==> src/rtl/mem_dump_pkg.sv <==
// Shared definitions for the memory dump engine: default widths and FSM state encoding.
package mem_dump_pkg;

    localparam int DATA_WIDTH     = 32;
    localparam int DEFAULT_ADDR_W = 10;

    typedef enum logic [1:0] {
        IDLE   = 2'd0,
        FETCH  = 2'd1,
        SEND   = 2'd2,
        FINISH = 2'd3
    } state_t;

endpackage

==> src/rtl/mem_dump.sv <==
// Streams a block of words read from a data BRAM debug port out as bytes,
// least significant byte first, over a valid/ready byte channel.
module mem_dump
    import mem_dump_pkg::*;
#(
    parameter int ADDR_W = DEFAULT_ADDR_W,
    parameter int WORD_W = DATA_WIDTH
) (
    input  logic              clk,
    input  logic              rst,
    input  logic              start,
    input  logic [ADDR_W-1:0] base_addr,
    input  logic [ADDR_W-1:0] word_count,
    output logic [ADDR_W-1:0] debug_addr,
    input  logic [WORD_W-1:0] debug_data,
    output logic [7:0]        tx_data,
    output logic              tx_valid,
    input  logic              tx_ready,
    output logic              busy,
    output logic              done
);

    localparam logic [ADDR_W-1:0] ONE       = {{(ADDR_W-1){1'b0}}, 1'b1};
    localparam logic [ADDR_W-1:0] WORD_STEP = ONE << 2;

    state_t            state;
    state_t            state_next;
    logic [ADDR_W-1:0] addr;
    logic [ADDR_W-1:0] remaining;
    logic [WORD_W-1:0] word_buf;
    logic [1:0]        idx;
    logic              last_byte;
    logic [7:0]        cur_byte;

    assign last_byte = (state == SEND) && tx_ready && (idx == 2'd3);

    always_comb begin
        state_next = state;
        case (state)
            IDLE: begin
                if (start) begin
                    state_next = (word_count != '0) ? FETCH : FINISH;
                end
            end
            FETCH: begin
                state_next = SEND;
            end
            SEND: begin
                if (last_byte) begin
                    state_next = (remaining > ONE) ? FETCH : FINISH;
                end
            end
            FINISH: begin
                state_next = IDLE;
            end
            default: begin
                state_next = IDLE;
            end
        endcase
    end

    always_ff @(posedge clk or posedge rst) begin
        if (rst) begin
            state <= IDLE;
        end else begin
            state <= state_next;
        end
    end

    // Address wraps naturally at 2^ADDR_W; start is only looked at in IDLE.
    always_ff @(posedge clk or posedge rst) begin
        if (rst) begin
            addr      <= '0;
            remaining <= '0;
            word_buf  <= '0;
            idx       <= '0;
        end else begin
            case (state)
                IDLE: begin
                    if (start && (word_count != '0)) begin
                        addr      <= base_addr;
                        remaining <= word_count;
                    end
                end
                FETCH: begin
                    word_buf <= debug_data;
                    idx      <= '0;
                end
                SEND: begin
                    if (tx_ready) begin
                        idx <= idx + 2'd1;
                        if (idx == 2'd3) begin
                            addr      <= addr + WORD_STEP;
                            remaining <= remaining - ONE;
                        end
                    end
                end
                default: begin
                end
            endcase
        end
    end

    always_comb begin
        cur_byte = word_buf[7:0];
        case (idx)
            2'd0: cur_byte = word_buf[7:0];
            2'd1: cur_byte = word_buf[15:8];
            2'd2: cur_byte = word_buf[23:16];
            2'd3: cur_byte = word_buf[31:24];
            default: cur_byte = word_buf[7:0];
        endcase
    end

    assign debug_addr = addr;
    assign tx_valid   = (state == SEND);
    assign tx_data    = (state == SEND) ? cur_byte : 8'h00;
    assign busy       = (state != IDLE);
    assign done       = (state == FINISH);

endmodule

==> config.mk <==
export PLATFORM = sky130hd
export DESIGN_NAME = mem_dump
export DESIGN_NICKNAME = d
export VERILOG_FILES = /design/src/rtl/mem_dump_pkg.sv /design/src/rtl/mem_dump.sv
export SDC_FILE = /design/constraint.sdc
export NUM_CORES = 1
export LEC_CHECK = 0
export ABC_AREA = 1
export CAP_MARGIN = 20
export CORE_ASPECT_RATIO = 1.2
export CORE_UTILIZATION = 40
export CTS_CLUSTER_DIAMETER = 150
export CTS_CLUSTER_SIZE = 16
export DETAILED_ROUTE_END_ITERATION = 8
export GPL_ROUTABILITY_DRIVEN = 0
export GPL_TIMING_DRIVEN = 0
export PLACE_DENSITY = 0.73
export SLEW_MARGIN = 20
export SYNTH_ARGS = -nofsm -noshare
export SYNTH_HDL_FRONTEND = slang
export SYNTH_SLANG_ARGS = --single-unit
==> constraint.sdc <==
create_clock -name clk -period 2 [get_ports clk]
set_input_delay 0.4 -clock clk [delete_from_list [all_inputs] [get_ports clk]]
set_output_delay 0.4 -clock clk [all_outputs]
set_load 0.01 [all_outputs]
* Yosys cells after proc, flatten, opt, wreduce, memory -nomap -nowiden *
Index checks and enable logic that the tools add are counted.

word-level totals
  register bits = 56
  bits of input ports = 56
  output and inout bits = 21
  word-level logic and storage cells = 49

cells by class
  add/sub/neg operators = 3
  magnitude comparators = 1
  equality and inequality tests = 11
  mux-type cells = 17
  reductions and logical operators = 12

operators by type and width
  operator                 number
  $mux W10                 6
  $pmux W10 S2             2
  $pmux W8 S4              1
  $add A10 B3 Y10 const B  1
  $gt A10 B1 Y1 const B    1
  $mux W2                  5
  $reduce_bool A10 Y1      1
  $sub A10 B1 Y10 const B  1
  $eq A2 B2 Y1 const B     4
  $mux W8                  1
  $pmux W2 S4              1
  $ne A2 B1 Y1 const B     3
  $reduce_bool A2 Y1       3
  $eq A2 B1 Y1 const B     2
  $logic_not A2 Y1         2
  $ne A2 B2 Y1 const B     2
  $pmux W2 S2              1
  $reduce_and A2 Y1        2
  $reduce_and A4 Y1        1
  $logic_and A1 B1 Y1      3
  $add A2 B1 Y2 const B    1

* Depth between registers and ports, before layout *
Gate-level depths: netlist (run 1).

  word-level depth = 5
  mapped depth = 10
  mapped depth without buffers = 9

* Worst setup path after synthesis (run 1) *
No wires, ideal clock.

  path type = reg-to-output
  start = reg state[0]
  end = out tx_data[0]
  arrival = 1283 ps
  data required time = 1600 ps
  path slack = 317 ps
  cell stages (with the launch flop) = 8
  buffers on the path = 2
  path through = dfrtp_1 inv_1 nand2_1 inv_2 buf_4 buf_2 o21ai_0 a31oi_1

on the way
  cells in the longest elaborated chain, start to end = 2

ends and longest elaborated chain
  element                   line             source
  start: declaration        mem_dump.sv:26   state_t state;
  start signal: assignment  mem_dump.sv:66   state <= state_next;
  $eq A2 B2 Y1              -
  named net tx_valid        mem_dump.sv:17   output logic tx_valid,
  $mux W8                   mem_dump.sv:117  assign tx_data = (state == SEND) ? cur_byte : 8'h00;
  end: declaration          mem_dump.sv:16   output logic [7:0] tx_data,

The timed path passes the listed nets, and every way through them passes these cells.

* Worst setup path in the final report (run 1) *
  start = reg idx[0]
  end = out tx_data[4]

on the way
  cells in the longest elaborated chain, start to end = 3
  elaborated cells between the ends (all ways) = 6
  classes of those cells = eq/ne: 3; mux: 2; reduce/logical: 1

ends and longest elaborated chain
  element                                     line             source
  start: declaration                          mem_dump.sv:31   logic [1:0] idx;
  start signal: assignment                    mem_dump.sv:91   idx <= idx + 2'd1;
  $eq A2 B2 Y1, or another cell as far along  mem_dump.sv:106  case (idx)
  $pmux W8 S4 *                               mem_dump.sv:106
  $mux W8 *                                   mem_dump.sv:117

Mark *: on every way between the ends. The rest lies on a longest branch, timed or not.

==> results_dict.tcl, run 1 <==
set metrics [dict create \
    numClockSinks 56 \
    rows 34 \
    critPathSlowestCell "dfrtp_1" \
    grt_max_degree 57 \
    worst_ep_arrival_time_ns 1.55 \
    cp_data_required_time_ns 1.60 \
    drive_gt1_share_pct 20.0 \
    fin_crit_sh_pct 97.7 \
    drt-total-wl_um 7710 \
    clk_path_buf_depth 2 \
    drv_cap 0 \
    path_delay_family "flip-flops" \
    syn_area_per_cell_um2 8.38 \
    critPathBufInv 3 \
    cpPeakStageDelay_ns 0.43 \
    crit_fanout 6 \
    setup_viol 0 \
    yosysTopAreaCell "dfrtp_1" \
    cts_made_buffers 5 \
    synth-compound-area-share_pct 8.54 \
    antenna_cells 0 \
    dr.pass1.iters 4 \
    hpwlAfterDp_um 5550 \
    drc 0 \
    drtIter0Drc 82 \
    grt_pass1_wl_um 12500 \
    status "completed" \
    grt_pass1_vias 2737 \
    antenna_found_initial 0 \
    portBuffers 76 \
    place_area_um2 3940 \
    design.die.area_um2 8010 \
    synth.top_cell.area_share_pct 45.8 \
    io_pins 77 \
    hold_path.class "flip-flop to flip-flop" \
    synth_nets 428 \
    grt_usage_pct 20.0 \
    hold_violations 0 \
    fin_area_um2 4160 \
    synthCells 365 \
    synth_fa_ha_area_share_pct 2.86 \
    p_per_area_nw_per_um2 1510 \
    wl_per_cell_um 14.1 \
    num_vias 2749 \
    synth.distinct_cells 27 \
    cts-root-buf "clkbuf_8" \
    h-tree-depth 2 \
    rsz0062_at_grt "yes" \
    fp.dieW_um 81.9 \
    die_h_um 97.8 \
    num-nets-final 517 \
    ir_worst_vdd_v 0.000773 \
    synth-xor-area-share_pct 0.572 \
    crit_type "flip-flop to output port" \
    via_per_inst 5.04 \
    utilization_pct 56.8 \
    clock_latency_ns 0.30 \
    clock_skew_ns 0.00473 \
    ys_seq_elements 56 \
    tightest_slew_ns 0.700 \
    synth_area_leaders "dfrtp_1 (46%), nand2_1 (15%), mux2_2 (12%)" \
    yosys_warnings 0 \
    cts_tree "yes" \
    max_freq_mhz 512 \
    period_needed_ns 1.95 \
    crit_path_start_kind "flip-flop" \
    synth-simple-area-share_pct 24.2 \
    max_slew_margin_pct 53.3 \
    core_um2 7320 \
    syn_area_um2 3060 \
    area_growth_pct 35.8 \
    synth_top_family_by_area "simple AND/OR/NAND/NOR gates" \
    crit_chain "inv_2, ha_4, buf_12, a21oi_4, a31oi_2, buf_2" \
    cp-end-kind "output port" \
    postRouteAntennaNets 0 \
    grt_overflow 0 \
    initial_core_util_pct 41.8 \
    leakagePower_nw 1.89 \
    report.final.slew_viol_count 0 \
    clk_pin_slew_ns 0.11 \
    muxShareOfSynthArea_pct 11.8 \
    ys_seq_area_share_pct 45.8 \
]
[layout make-up]
cell class	instances	area, um^2
tap	90	113
clock buffer	5	68.8
sequential	56	1400
fill	680	3160
inverter	27	109
clock inverter	3	21.3
multi-input combinational	268	1540
timing repair buffer	86	807
buffer	10	91.3
[timing repair]
| item | 4_1_cts | 5_1_grt |
|---|---|---|
| buffers inserted | 8 | 2 |
| cloned | 0 | 0 |
| resized for setup | 43 | 15 |
| endpoints found under the setup margin | 9 | 9 |
| pin swaps | 1 | 3 |
| hold buffers | 0 | 0 |
[worst register-to-register path, delay by kind of cell, from the launching register on]
family                     cells  cell delay (ns)
DFF                            1             0.42
AOI/OAI and AO/OA              2             0.38
adders and majority gates      1             0.18
and+or+nand+nor                3             0.27
buffers and inverters          2             0.34
[through the flow]
stage / power (mW) / setup TNS [ns] / setup WS, ns / hold WS, ns / std cells
3_3_place_gp: 5.22 / -49.44 / -0.839 / 0.473 / 531
4_1_cts: 6.20 / 0 / 0.000946 / 0.507 / 543
6_report: 6.29 / 0 / 0.0468 / 0.502 / 545
3_5_place_dp: 5.34 / -3.15 / -0.439 / 0.481 / 531
2_1_floorplan: 4.21 / 0 / 0.229 / 0.463 / 365
5_1_grt: 6.82 / -0.00775 / -0.00775 / 0.531 / 545
[sequential cells by signal (all words and copies together), names as in the netlist]
name / count
idx: 2
state: 2
remaining: 10
word_buf: 32
debug_addr: 10
[power breakdown]
part / total [mW] / switching [mW] / leakage (nW) / internal (mW)
Clock: 0.636 / 0.386 / 0.0445 / 0.250
Combinational: 3.51 / 1.81 / 1.17 / 1.69
Sequential: 2.14 / 0.428 / 0.670 / 1.72
[cells in the mapped netlist]
cell and number:
buf_6 2, nand2_4 1, nand3b_1 1, a21oi_1 8, nand2_1 119, xor2_1 2, a21oi_4 1, buf_1 3
or2_1 1, and2_1 1, nor2_1 32, inv_1 26, inv_2 1, buf_2 5, a31oi_1 8, mux2_2 32
dfrtp_1 56, nor2_4 1, o21bai_1 2, ha_1 7, nand3_2 2, nand3_1 19, or2_2 1, nor3_1 1
o21ai_0 28, nor2_2 1, buf_4 4
[cell usage in the layout, fill, tap and decap left out, types with 2 or more instances in the layout]
master | synthesis | final
a21oi_1 | 8 | 4
a21oi_2 | 0 | 3
a21oi_4 | 1 | 2
a31oi_1 | 8 | 7
buf_12 | 0 | 2
buf_2 | 5 | 10
buf_4 | 4 | 12
buf_6 | 2 | 3
clkbuf_8 | 0 | 5
clkdlybuf4s50_1 | 0 | 67
dfrtp_1 | 56 | 55
ha_1 | 7 | 4
ha_4 | 0 | 3
inv_1 | 26 | 21
inv_2 | 1 | 4
inv_6 | 0 | 2
mux2_2 | 32 | 32
nand2_1 | 119 | 118
nand3_1 | 19 | 19
nand3_2 | 2 | 2
nor2_1 | 32 | 32
nor2_4 | 1 | 2
o21ai_0 | 28 | 28
o21bai_1 | 2 | 2
xor2_1 | 2 | 2
[cells by family after synthesis]
family / after synthesis
adders and majority gates: 7
DFF: 56
AOI/OAI and AO/OA: 47
buffers and inverters: 41
xor gates and xnor gates: 2
and+or+nand+nor: 180
muxes: 32
[per-layer routing]
layer	GRT usage [%]	part of all wire [%]
met1	25.7	43
met2	34.1	50
met5	0	0
met4	4.45	0.74
met3	4.11	6.8
[path summary, 6_finish.rpt]
path                                    start             to  slack (ns)  depth (start not counted)
worst min-delay path            debug_addr[0]  debug_addr[0]        0.50                          2
max in group asynchronous                 rst       state[1]        0.95                          2
worst max register to register         idx[1]  debug_addr[2]        0.30                          8
min in group asynchronous                 rst   word_buf[13]        0.56                          2
worst min register to register  debug_addr[0]  debug_addr[0]        0.50                          2
worst max-delay path                   idx[0]     tx_data[4]        0.05                          6
(Power assumes the default switching activity.)
==> run 2, diff against run 1 <==
Settings changed: CORE_UTILIZATION 40 to 45, PLACE_DENSITY 0.73 to 0.8.
==> run 2 against run 1 <==
Design area shrank 1.4%. Combinational power shrank 3%. Via count grew 1.5%. Critical path depth is the same. Global-route usage grew 2.3 points. Clock skew grew 0.00063 ns. Fmax grew 1.4%. Critical endpoint is now tx_data[0]. Largest cell class unchanged.
==> results_dict.tcl, run 2 (same netlist as run 1, synthesis figures left out) <==
set metrics [dict create \
    dr.pass1.iters 4 \
    r2r_slack_ns 0.32 \
    fp.dieW_um 77.3 \
    dp.cells 526 \
    multiInputGateArea_um2 1530 \
    wl_per_cell_um 14.0 \
    grt_usage_pct 22.4 \
    dpl_worst_slack_ns -0.478 \
    ir_worst_vdd_v 0.000829 \
    seq_power_share_pct 34.7 \
    clock_latency_ns 0.31 \
    antenna_found_initial 0 \
    clock_skew_ns 0.00536 \
    r2r_end "remaining[8]" \
    die_h_um 92.3 \
    grt_max_degree 57 \
    area_growth_pct 33.9 \
    crit_chain "inv_2, ha_4, buf_12, a21oi_1, a31oi_1, buf_2" \
    p_per_area_nw_per_um2 1510 \
    h-tree-depth 2 \
    crit_fanout 5 \
    largest_reg_flops 32 \
    busiest_layer "met2" \
    fillers 585 \
    fin_area_um2 4100 \
    clkPwrFrac_pct 10.2 \
    leakagePower_nw 1.87 \
    fin_cells 536 \
    crit_path_start_kind "flip-flop" \
    sw_frac_of_total_pct 41.7 \
    rows 32 \
    grt_overflow 0 \
    antenna_cells 0 \
    num-nets-final 513 \
    rsz0062_at_grt "yes" \
    fin_crit_sh_pct 96.3 \
    status "completed" \
    crit_start "idx[0]" \
    cpPeakStageDelay_ns 0.43 \
    setup_ws_ns 0.0746 \
    clk_pin_slew_ns 0.10 \
    drv_cap 0 \
    grt_pass1_vias 2766 \
    io_pins 77 \
    utilization_pct 63.2 \
    internal-power_mw 3.60 \
    max_freq_mhz 519 \
    cts_made_buffers 5 \
    via_per_inst 5.20 \
    comb_power_share_pct 55.0 \
    cts_hold_buf 0 \
    numClockSinks 56 \
    total_power_mw 6.17 \
    drc 0 \
    hpwlAfterDp_um 5420 \
    final_common_cell "nand2_1" \
    power.switching_mw 2.57 \
    postRouteAntennaNets 0 \
    portBuffers 76 \
    drive_gt1_share_pct 18.8 \
    grt_util_met1_pct 27.4 \
    worst_ep_arrival_time_ns 1.53 \
    grtUsageMet2_pct 40.1 \
    grt_pass1_wl_um 12600 \
    cts_tree "yes" \
    max_slew_margin_pct 53.3 \
    place_area_um2 3930 \
    initial_core_util_pct 47.2 \
    clk_path_buf_depth 2 \
    hold_slack_ns 0.504 \
    cp_data_required_time_ns 1.60 \
    crit_type "flip-flop to output port" \
    gr-usage-met3_pct 3.55 \
    drtIter0Drc 113 \
    period_needed_ns 1.93 \
    drt-total-wl_um 7500 \
    layout_common_cells "nand2_1 (118), clkdlybuf4s50_1 (67), dfrtp_1 (55)" \
    path_delay_family "flip-flops" \
    hold_violations 0 \
    report.final.slew_viol_count 0 \
    setup_viol 0 \
    path_depth 6 \
    regArea_um2 1400 \
    r2r_cells 8 \
    critPathBufInv 3 \
    cts-root-buf "clkbuf_8" \
    r2r_start "idx[0]" \
    design.die.area_um2 7140 \
    cp-endpoint "tx_data[0]" \
    setup-tns-final_ns 0 \
    tightest_slew_ns 0.701 \
    core_um2 6490 \
    regMostFlops "word_buf" \
    critPathSlowestCell "dfrtp_1" \
    hold_path.class "flip-flop to flip-flop" \
    num_vias 2789 \
    cp-end-kind "output port" \
]
-- run 2: worst min-delay path by stage --
stage	startpoint	to	slack (ns)	cells after the start
floorplan	remaining[6]	remaining[6]	0.46	2
global placement	debug_addr[1]	debug_addr[1]	0.47	2
detailed placement	remaining[6]	remaining[6]	0.48	2
CTS	remaining[6]	remaining[6]	0.51	2
global route	word_buf[26]	word_buf[26]	0.53	1
finish	debug_addr[0]	debug_addr[0]	0.50	2
-- run 2: layout make-up --
| class | instances | area share [%] |
|---|---|---|
| clock inverter | 3 | 0.549 |
| multi-input combinational | 268 | 37.3 |
| sequential | 56 | 34.2 |
| inverter | 27 | 2.59 |
| timing repair buffer | 82 | 19.0 |
| clock buffer | 5 | 1.68 |
| buffer | 10 | 2.14 |
| tap | 85 | 2.59 |
-- run 2: layer usage --
layer | part of all wire [%] | wire length (um)
met1 | 43 | 3190
met3 | 6.5 | 486
met2 | 50 | 3760
met4 | 0.91 | 68
met5 | 0 | 0
-- run 2: worst register-to-register path, stage by stage, from the launching register on --
cell	delay (ns)
dfrtp_1	0.42
ha_1	0.16
buf_4	0.17
nand2_1	0.07
nand3_1	0.10
nand3_2	0.11
a21oi_4	0.28
buf_6	0.19
o21ai_0	0.08
-- run 2: repair_timing --
action,CTS,global route
pin swaps,1,0
buffers inserted,6,0
endpoints found under the setup margin,9,9
resized for setup,47,7
-- run 2: power by group through the flow --
stage               clock network [mW]  logic [mW]  registers (mW)
floorplan                            0        2.12            2.09
CTS                              0.651        3.40            2.12
detailed placement                   0        3.18            2.15
finish                           0.632        3.40            2.15
global route                     0.699        3.74            2.23
global placement                     0        3.08            2.12
